File: config.mk
export PLATFORM = sky130hd
export DESIGN_NAME = vga_rx_decoder
export DESIGN_NICKNAME = d
export VERILOG_FILES = /design/src/rtl/vga_rx_decoder.sv
export SDC_FILE = /design/constraint.sdc
export NUM_CORES = 1
export LEC_CHECK = 0
export BUFFER_PORTS_ARGS = -buffer_cell sky130_fd_sc_hd__clkbuf_2
export CORE_ASPECT_RATIO = 1.75
export CORE_MARGIN = 2
export CORE_UTILIZATION = 50
export CTS_BUF_LIST = sky130_fd_sc_hd__clkbuf_16
export CTS_CLUSTER_DIAMETER = 30
export DETAILED_ROUTE_END_ITERATION = 8
export GPL_TIMING_DRIVEN = 0
export MAX_ROUTING_LAYER = met4
export PLACE_DENSITY = 0.73
export SETUP_SLACK_MARGIN = 0.4
export SYNTH_ARGS = -nofsm -noshare
export SYNTH_HDL_FRONTEND = slang
export SYNTH_SLANG_ARGS = --single-unit
File: constraint.sdc
create_clock -name clk -period 3.95 [get_ports clk]
set_input_delay 0.1975 -clock clk [delete_from_list [all_inputs] [get_ports clk]]
set_output_delay 0.1975 -clock clk [all_outputs]
set_load 0.05 [all_outputs]
File: src/rtl/vga_rx_decoder.sv
// Receive-side VGA decoder: samples the Tiny VGA PMOD byte, measures line/frame
// timing from the sync edges, recovers pixel coordinates and reports lock.
module vga_rx_decoder #(
   parameter int H_BACK      = 48,
   parameter int H_ACTIVE    = 640,
   parameter int V_BACK      = 32,
   parameter int V_ACTIVE    = 480,
   parameter int LOCK_FRAMES = 2
) (
   input  logic        clk,
   input  logic        rst_n,
   input  logic [7:0]  i_pmod,
   output logic [5:0]  o_rgb,
   output logic [9:0]  o_x,
   output logic [9:0]  o_y,
   output logic        o_pixel_valid,
   output logic        o_frame_start,
   output logic [10:0] o_line_len,
   output logic [10:0] o_frame_lines,
   output logic        o_locked
);

   typedef enum logic [1:0] {SEARCH, TRACK, LOCKED} lock_state_e;

   localparam logic [10:0] CNT_MAX   = 11'h7FF;
   localparam logic [10:0] H_LO      = 11'(H_BACK);
   localparam logic [10:0] H_HI      = 11'(H_BACK + H_ACTIVE);
   localparam logic [10:0] V_LO      = 11'(V_BACK);
   localparam logic [10:0] V_HI      = 11'(V_BACK + V_ACTIVE);
   localparam logic [2:0]  MCNT_LOCK = 3'(LOCK_FRAMES);

   lock_state_e state_q, state_d;
   logic [7:0]  s_pmod_q;
   logic        prev_hs_q, prev_vs_q;
   logic [10:0] hcnt_q, vcnt_q, vcnt_d, ref_len_q, ref_len_d;
   logic        vpend_q, vpend_d, line_seen_q, line_seen_d;
   logic        frame_seen_q, frame_seen_d, lines_valid_q, lines_valid_d;
   logic        frame_bad_q, frame_bad_d;
   logic [2:0]  mcnt_q, mcnt_d;
   logic [5:0]  rgb_q, rgb_d;
   logic [9:0]  x_q, x_d, y_q, y_d;
   logic        valid_q, valid_d, fs_q, locked_q, locked_d;
   logic [10:0] line_len_q, line_len_d, frame_lines_q, frame_lines_d;

   logic        h_edge, v_edge, fs, lost, len_valid, len_mis, lines_mis, act;
   logic [10:0] idx, new_len, new_lines;

   // Edges mark the first inactive sample after each (active-low) sync pulse.
   assign h_edge    = s_pmod_q[7] & ~prev_hs_q;
   assign v_edge    = s_pmod_q[3] & ~prev_vs_q;
   assign idx       = h_edge ? 11'd0 : (hcnt_q == CNT_MAX) ? CNT_MAX : hcnt_q + 11'd1;
   assign lost      = (idx == CNT_MAX);
   assign new_len   = hcnt_q + 11'd1;
   assign new_lines = vcnt_q + 11'd1;
   assign fs        = h_edge & (vpend_q | v_edge);
   assign len_valid = h_edge & line_seen_q;
   assign len_mis   = len_valid & (new_len != ref_len_q);
   assign lines_mis = fs & lines_valid_q & (new_lines != frame_lines_q);

   // NOTE: every always_comb output gets a default first so no path can infer a latch.
   always_comb begin
      vcnt_d        = vcnt_q;
      vpend_d       = vpend_q;
      line_seen_d   = line_seen_q | h_edge;
      frame_seen_d  = frame_seen_q | fs;
      lines_valid_d = lines_valid_q | (fs & frame_seen_q);
      line_len_d    = len_valid ? new_len : line_len_q;
      frame_lines_d = fs ? new_lines : frame_lines_q;
      frame_bad_d   = fs ? 1'b0 : (frame_bad_q | len_mis);
      state_d       = state_q;
      mcnt_d        = mcnt_q;
      ref_len_d     = ref_len_q;

      if (fs) begin
         vcnt_d  = 11'd0;
         vpend_d = 1'b0;
      end else begin
         if (h_edge && vcnt_q != CNT_MAX) vcnt_d = vcnt_q + 11'd1;
         if (v_edge) vpend_d = 1'b1;
      end

      unique case (state_q)
         SEARCH: if (fs) begin
            state_d   = TRACK;
            ref_len_d = len_valid ? new_len : line_len_q;
            mcnt_d    = 3'd0;
         end
         TRACK: begin
            if (len_mis) begin
               ref_len_d = new_len;
               mcnt_d    = 3'd0;
            end
            // The closing line of a frame counts against that frame.
            if (fs) begin
               if (!frame_bad_q && !len_mis && !lines_mis) begin
                  mcnt_d = mcnt_q + 3'd1;
                  if (mcnt_q + 3'd1 == MCNT_LOCK) state_d = LOCKED;
               end else begin
                  mcnt_d = 3'd0;
               end
            end
         end
         LOCKED: if (len_mis || lines_mis) begin
            state_d = TRACK;
            mcnt_d  = 3'd0;
            if (len_mis) ref_len_d = new_len;
         end
         default: state_d = SEARCH;
      endcase

      // hsync lost: forget everything learned about the timing.
      if (lost) begin
         state_d       = SEARCH;
         mcnt_d        = 3'd0;
         vpend_d       = 1'b0;
         line_seen_d   = 1'b0;
         frame_seen_d  = 1'b0;
         lines_valid_d = 1'b0;
         frame_bad_d   = 1'b0;
      end

      act      = (idx >= H_LO) && (idx < H_HI) && (vcnt_d >= V_LO) && (vcnt_d < V_HI);
      x_d      = act ? 10'(idx - H_LO) : 10'd0;
      y_d      = act ? 10'(vcnt_d - V_LO) : 10'd0;
      locked_d = (state_d == LOCKED);
      valid_d  = locked_d & act;
      rgb_d    = {s_pmod_q[0], s_pmod_q[4], s_pmod_q[1], s_pmod_q[5], s_pmod_q[2], s_pmod_q[6]};
   end

   // NOTE: state registers use non-blocking assignments so every flop samples pre-edge values.
   always_ff @(posedge clk or negedge rst_n) begin
      if (!rst_n) begin
         s_pmod_q      <= 8'h88;
         prev_hs_q     <= 1'b1;
         prev_vs_q     <= 1'b1;
         hcnt_q        <= '0;
         vcnt_q        <= '0;
         vpend_q       <= 1'b0;
         line_seen_q   <= 1'b0;
         frame_seen_q  <= 1'b0;
         lines_valid_q <= 1'b0;
         frame_bad_q   <= 1'b0;
         ref_len_q     <= '0;
         mcnt_q        <= '0;
         state_q       <= SEARCH;
         rgb_q         <= '0;
         x_q           <= '0;
         y_q           <= '0;
         valid_q       <= 1'b0;
         fs_q          <= 1'b0;
         locked_q      <= 1'b0;
         line_len_q    <= '0;
         frame_lines_q <= '0;
      end else begin
         s_pmod_q      <= i_pmod;
         prev_hs_q     <= s_pmod_q[7];
         prev_vs_q     <= s_pmod_q[3];
         hcnt_q        <= idx;
         vcnt_q        <= vcnt_d;
         vpend_q       <= vpend_d;
         line_seen_q   <= line_seen_d;
         frame_seen_q  <= frame_seen_d;
         lines_valid_q <= lines_valid_d;
         frame_bad_q   <= frame_bad_d;
         ref_len_q     <= ref_len_d;
         mcnt_q        <= mcnt_d;
         state_q       <= state_d;
         rgb_q         <= rgb_d;
         x_q           <= x_d;
         y_q           <= y_d;
         valid_q       <= valid_d;
         fs_q          <= fs;
         locked_q      <= locked_d;
         line_len_q    <= line_len_d;
         frame_lines_q <= frame_lines_d;
      end
   end

   assign o_rgb         = rgb_q;
   assign o_x           = x_q;
   assign o_y           = y_q;
   assign o_pixel_valid = valid_q;
   assign o_frame_start = fs_q;
   assign o_line_len    = line_len_q;
   assign o_frame_lines = frame_lines_q;
   assign o_locked      = locked_q;

endmodule

==> impl_summary.md <==
Critical path
The path type of the worst setup path is reg -> reg. The critical register-to-register path startpoint is hcnt_q[1]. STA classifies the critical path startpoint as a flip-flop. The terminus of the critical flop-to-flop path is ref_len_q[8]. For the worst setup path, the data arrival time is 3.66 ns.

The slack of the worst reg-to-reg path is 0.53 ns. STA puts the critical path data required time at 4.18 ns. The worst register-to-register path has a depth of 11. The sort of element at the end of the critical path is a flip-flop. In this run the worst path has a maximum fanout of 10.

Routing
For this block, the routed nets add up to approximately 12 mm of wire. The first routing iteration left between 150 and 200 violations. The final route contains 3924 vias. The via density per instance is 5.48. Once detail routing completed, the nets flagged for antenna violations numbered 0. The number of remaining DRC errors is 0. Dividing the detail-routed wire length by the instance count gives 16.5 µm. For this run, the detailed router's first-pass iteration total came to 4.

Floorplanning
Pin placement for this block handled 61 I/O pins. The die covers 0.0112 mm². The total number of placement rows is 49. The standard cell core area is between 0.01 and 0.015 mm². The initial standard-cell utilization of the core is between 50% and 60%. The width of the chip is 80.7 µm. The die is 138 µm tall.

Global routing
For this run the aggregate overflow at the end of global routing stands at 0. The maximum number of pins on one net before global-route repair is 65. The initial antenna violation count is 0.

The first global-routing pass estimated roughly 19 mm of wire. The total global-route track usage is approximately 23%. The number of global-route vias before repair is 4014.

Pwr
The total power is between 2000 and 3000 µW. IR analysis of the VDD net gives a maximum drop of 291 µV. Power spread over the standard cell area amounts to 472 mW/mm².

In this run the static leakage power is 0.00295 µW.

Synth
Synthesis handed over a netlist of between 400 and 500 instances. The cell taking the most area after synthesis is sky130_fd_sc_hd__dfrtp_1. The Yosys step of the flow raised 0 warnings. After synthesis, the most frequently instantiated cells are sky130_fd_sc_hd__dfrtp_1 (100), sky130_fd_sc_hd__nor2_1 (51), sky130_fd_sc_hd__nand2_1 (48).

sky130_fd_sc_hd__dfrtp_1 is the most common cell in the netlist. Each instance of the synthesized netlist takes up on average 10.3 µm². The portion of the post-synthesis area used by sequential elements is 50.6%. The cell area after technology mapping is 0.00515 mm². In the synthesized netlist the dominant register cell turns out to be sky130_fd_sc_hd__dfrtp_1. The number of distinct standard cells referenced by the synthesized netlist is 65. Synthesis produced a netlist with a net count of around 520. In the post-synthesis netlist, the biggest area contributors are sky130_fd_sc_hd__dfrtp_1 (49%), sky130_fd_sc_hd__xnor2_1 (5.1%), sky130_fd_sc_hd__nor2_1 (3.7%). The count of flip-flops with a built-in enable after synthesis is 0. The share of flip-flops with an asynchronous set or reset after synthesis is 100%. Summed over its instances, the top area cell type makes up around 49% of the synthesized netlist area. In this run, synthesis produced a sequential element count of between 100 and 150.

Clock tree
Buffers inserted during clock tree synthesis total 9. The TritonCTS clock tree is built. The later pin in the worst-skew pair is clocked with a latency of 0.35 ns. After clock tree synthesis, the clock-pin slew on the worst setup and hold paths is ~0.07 ns. The root buffer cell is sky130_fd_sc_hd__clkbuf_16.

The H-tree was split into 3 levels. The total number of clock tree sinks is between 100 and 150. The maximum count of clock buffers along a single path is 2.

Status
The run finished with clean final reports.

Timing
The number of hold violations in the final report is 0. For the pin with the worst max-slew slack, the measured transition is 0.891 ns. Setup repair after global routing could not meet its margin everywhere. The max-slew headroom at the worst pin is 40.6%. The post-route clock skew is 0.00871 ns. On the final layout, the worst hold slack is 0.000215 ns. Setup violations remaining at the end of the flow were counted as 0. The post-route clock period utilization is between 80% and 90%. Derived from the worst setup path, the maximum achievable clock frequency is 0.292 GHz. The count of final max-slew check failures was 0. The least setup slack across all paths after layout is 0.529 ns. Counting I/O delays and the setup requirement, the final critical path takes 3.42 ns.

Finish
Cells with a size suffix above 1 make up a little under a quarter of the layout. The area growth from synthesis to layout is 18.1%. The number of antenna diodes in the final layout is 0.

The final cell utilization of the core is 59.8%. The number of nets in the finished design is 604. After the flow finishes, the layout carries non-filler instances totaling a little over 700.

Worst hold path
The path class of the lowest-slack min-delay path is in -> async.

Place
The pre-CTS worst setup slack is -0.0974 ns. In this run, placement finished with an instance count of roughly 690. Summed over all nets, the half-perimeter wirelength after detailed placement is about 9 mm. The global placer's final weighted congestion is 0.959. The count of buffers inserted at the top-level ports is 60.

Run
The tool flagged a number of max-cap violations equal to 0.
==> logic make-up (layout without fill, tap and decap cells) <==
logic type               count (synthesis)  in the layout  share of synthesized area, %
buffers and inverters                   49            139                          4.23
AND/OR/NAND/NOR                        170            170                          16.1
flip-flops                             104            104                          50.6
multiplexers                            16             16                          3.96
AO/OA/AOI/OAI                           96             96                          12.3
adder cells (fa/ha/maj)                 10             10                          2.43
XOR/XNOR                                54             54                          10.3
==> through the flow <==
stage               instance area [µm²]  setup TNS [ns]
floorplan                          5150               0
global placement                   5610          -0.112
detailed placement                 5630          -0.259
CTS                                6040               0
global route                       6090               0
finish                             6090               0
==> area by class of cell <==
| class | count | area, µm² |
|---|---|---|
| fill | 894 | 4090 |
| inverter | 19 | 71.3 |
| sequential | 104 | 2610 |
| buffer | 30 | 156 |
| clock buffer | 9 | 225 |
| clock inverter | 7 | 68.8 |
| multi-input combinational | 346 | 2360 |
| tap | 127 | 159 |
| timing repair buffer | 74 | 440 |
==> sequential cells by signal (all words and copies together) (netlist names), 2 cells and up <==
register / cells
hcnt_q: 11
mcnt_q: 3
o_frame_lines: 11
o_line_len: 11
o_rgb: 6
o_x: 10
o_y: 10
ref_len_q: 11
s_pmod_q: 8
state_q: 2
vcnt_q: 11
==> critical path: stages (launching register included) <==
cell and delay, ns:
sky130_fd_sc_hd__dfrtp_1 0.40, sky130_fd_sc_hd__ha_1 0.23, sky130_fd_sc_hd__xnor2_1 0.65, sky130_fd_sc_hd__xor2_1 0.19, sky130_fd_sc_hd__nand3_1 0.08, sky130_fd_sc_hd__or4_1 0.52, sky130_fd_sc_hd__o21ba_2 0.29, sky130_fd_sc_hd__a211oi_2 0.20
sky130_fd_sc_hd__a21o_2 0.14, sky130_fd_sc_hd__or3_4 0.15, sky130_fd_sc_hd__buf_12 0.14, sky130_fd_sc_hd__mux2_4 0.30
==> how the worst max path moves through the flow <==
stage                          from      endpoint  slack (ns)  depth (start not counted)
final                     hcnt_q[1]  ref_len_q[8]        0.53                         11
after global routing      hcnt_q[1]     mcnt_q[2]        0.37                         12
after CTS                 vcnt_q[0]        o_x[1]        0.42                         14
after detailed placement  hcnt_q[7]     mcnt_q[2]        -0.1                         12
after global placement    hcnt_q[7]     mcnt_q[2]       -0.04                         12
after floorplan           hcnt_q[7]     mcnt_q[0]        0.80                         11
==> where the power goes <==
| part | switching, µW | leakage (µW) | internal [µW] |
|---|---|---|---|
| clock network | 442 | 0.000146 | 448 |
| logic | 460 | 0.00144 | 263 |
| registers | 93.2 | 0.00137 | 1160 |
==> routing by layer <==
layer | global-route usage [%] | part of all wire [%] | wire length, µm
met3 | 3.26 | 2.5 | 299
met5 | - | 0 | 0
met2 | 41.4 | 57 | 6720
met4 | 11.0 | 3.6 | 429
met1 | 23.8 | 37 | 4390
==> cells in the final DEF (no fill, tap or decap), drive strengths merged, types with 5 or more instances in the layout <==
| master | n |
|---|---|
| dfrtp | 100 |
| clkbuf | 87 |
| nor2 | 51 |
| nand2 | 49 |
| o21ai | 31 |
| xnor2 | 30 |
| inv | 24 |
| xor2 | 20 |
| a21oi | 20 |
| nor3 | 18 |
| buf | 18 |
| nand3 | 13 |
| mux2 | 11 |
| ha | 10 |
| a21o | 9 |
| dlygate4sd3 | 8 |
| nand4 | 7 |
| a211oi | 6 |
| and3 | 5 |
| mux2i | 5 |
| nor4 | 5 |
==> repair_timing <==
| item | 4_1_cts | 5_1_grt |
|---|---|---|
| buffers inserted | 0 | 5 |
| setup endpoints to repair | 27 | 24 |
| endpoints found under the hold margin | 8 | 0 |
| resized for setup | 11 | 9 |
| pin swaps | 0 | 2 |
| hold buffers | 8 | 0 |
(Power assumes the default switching activity.)
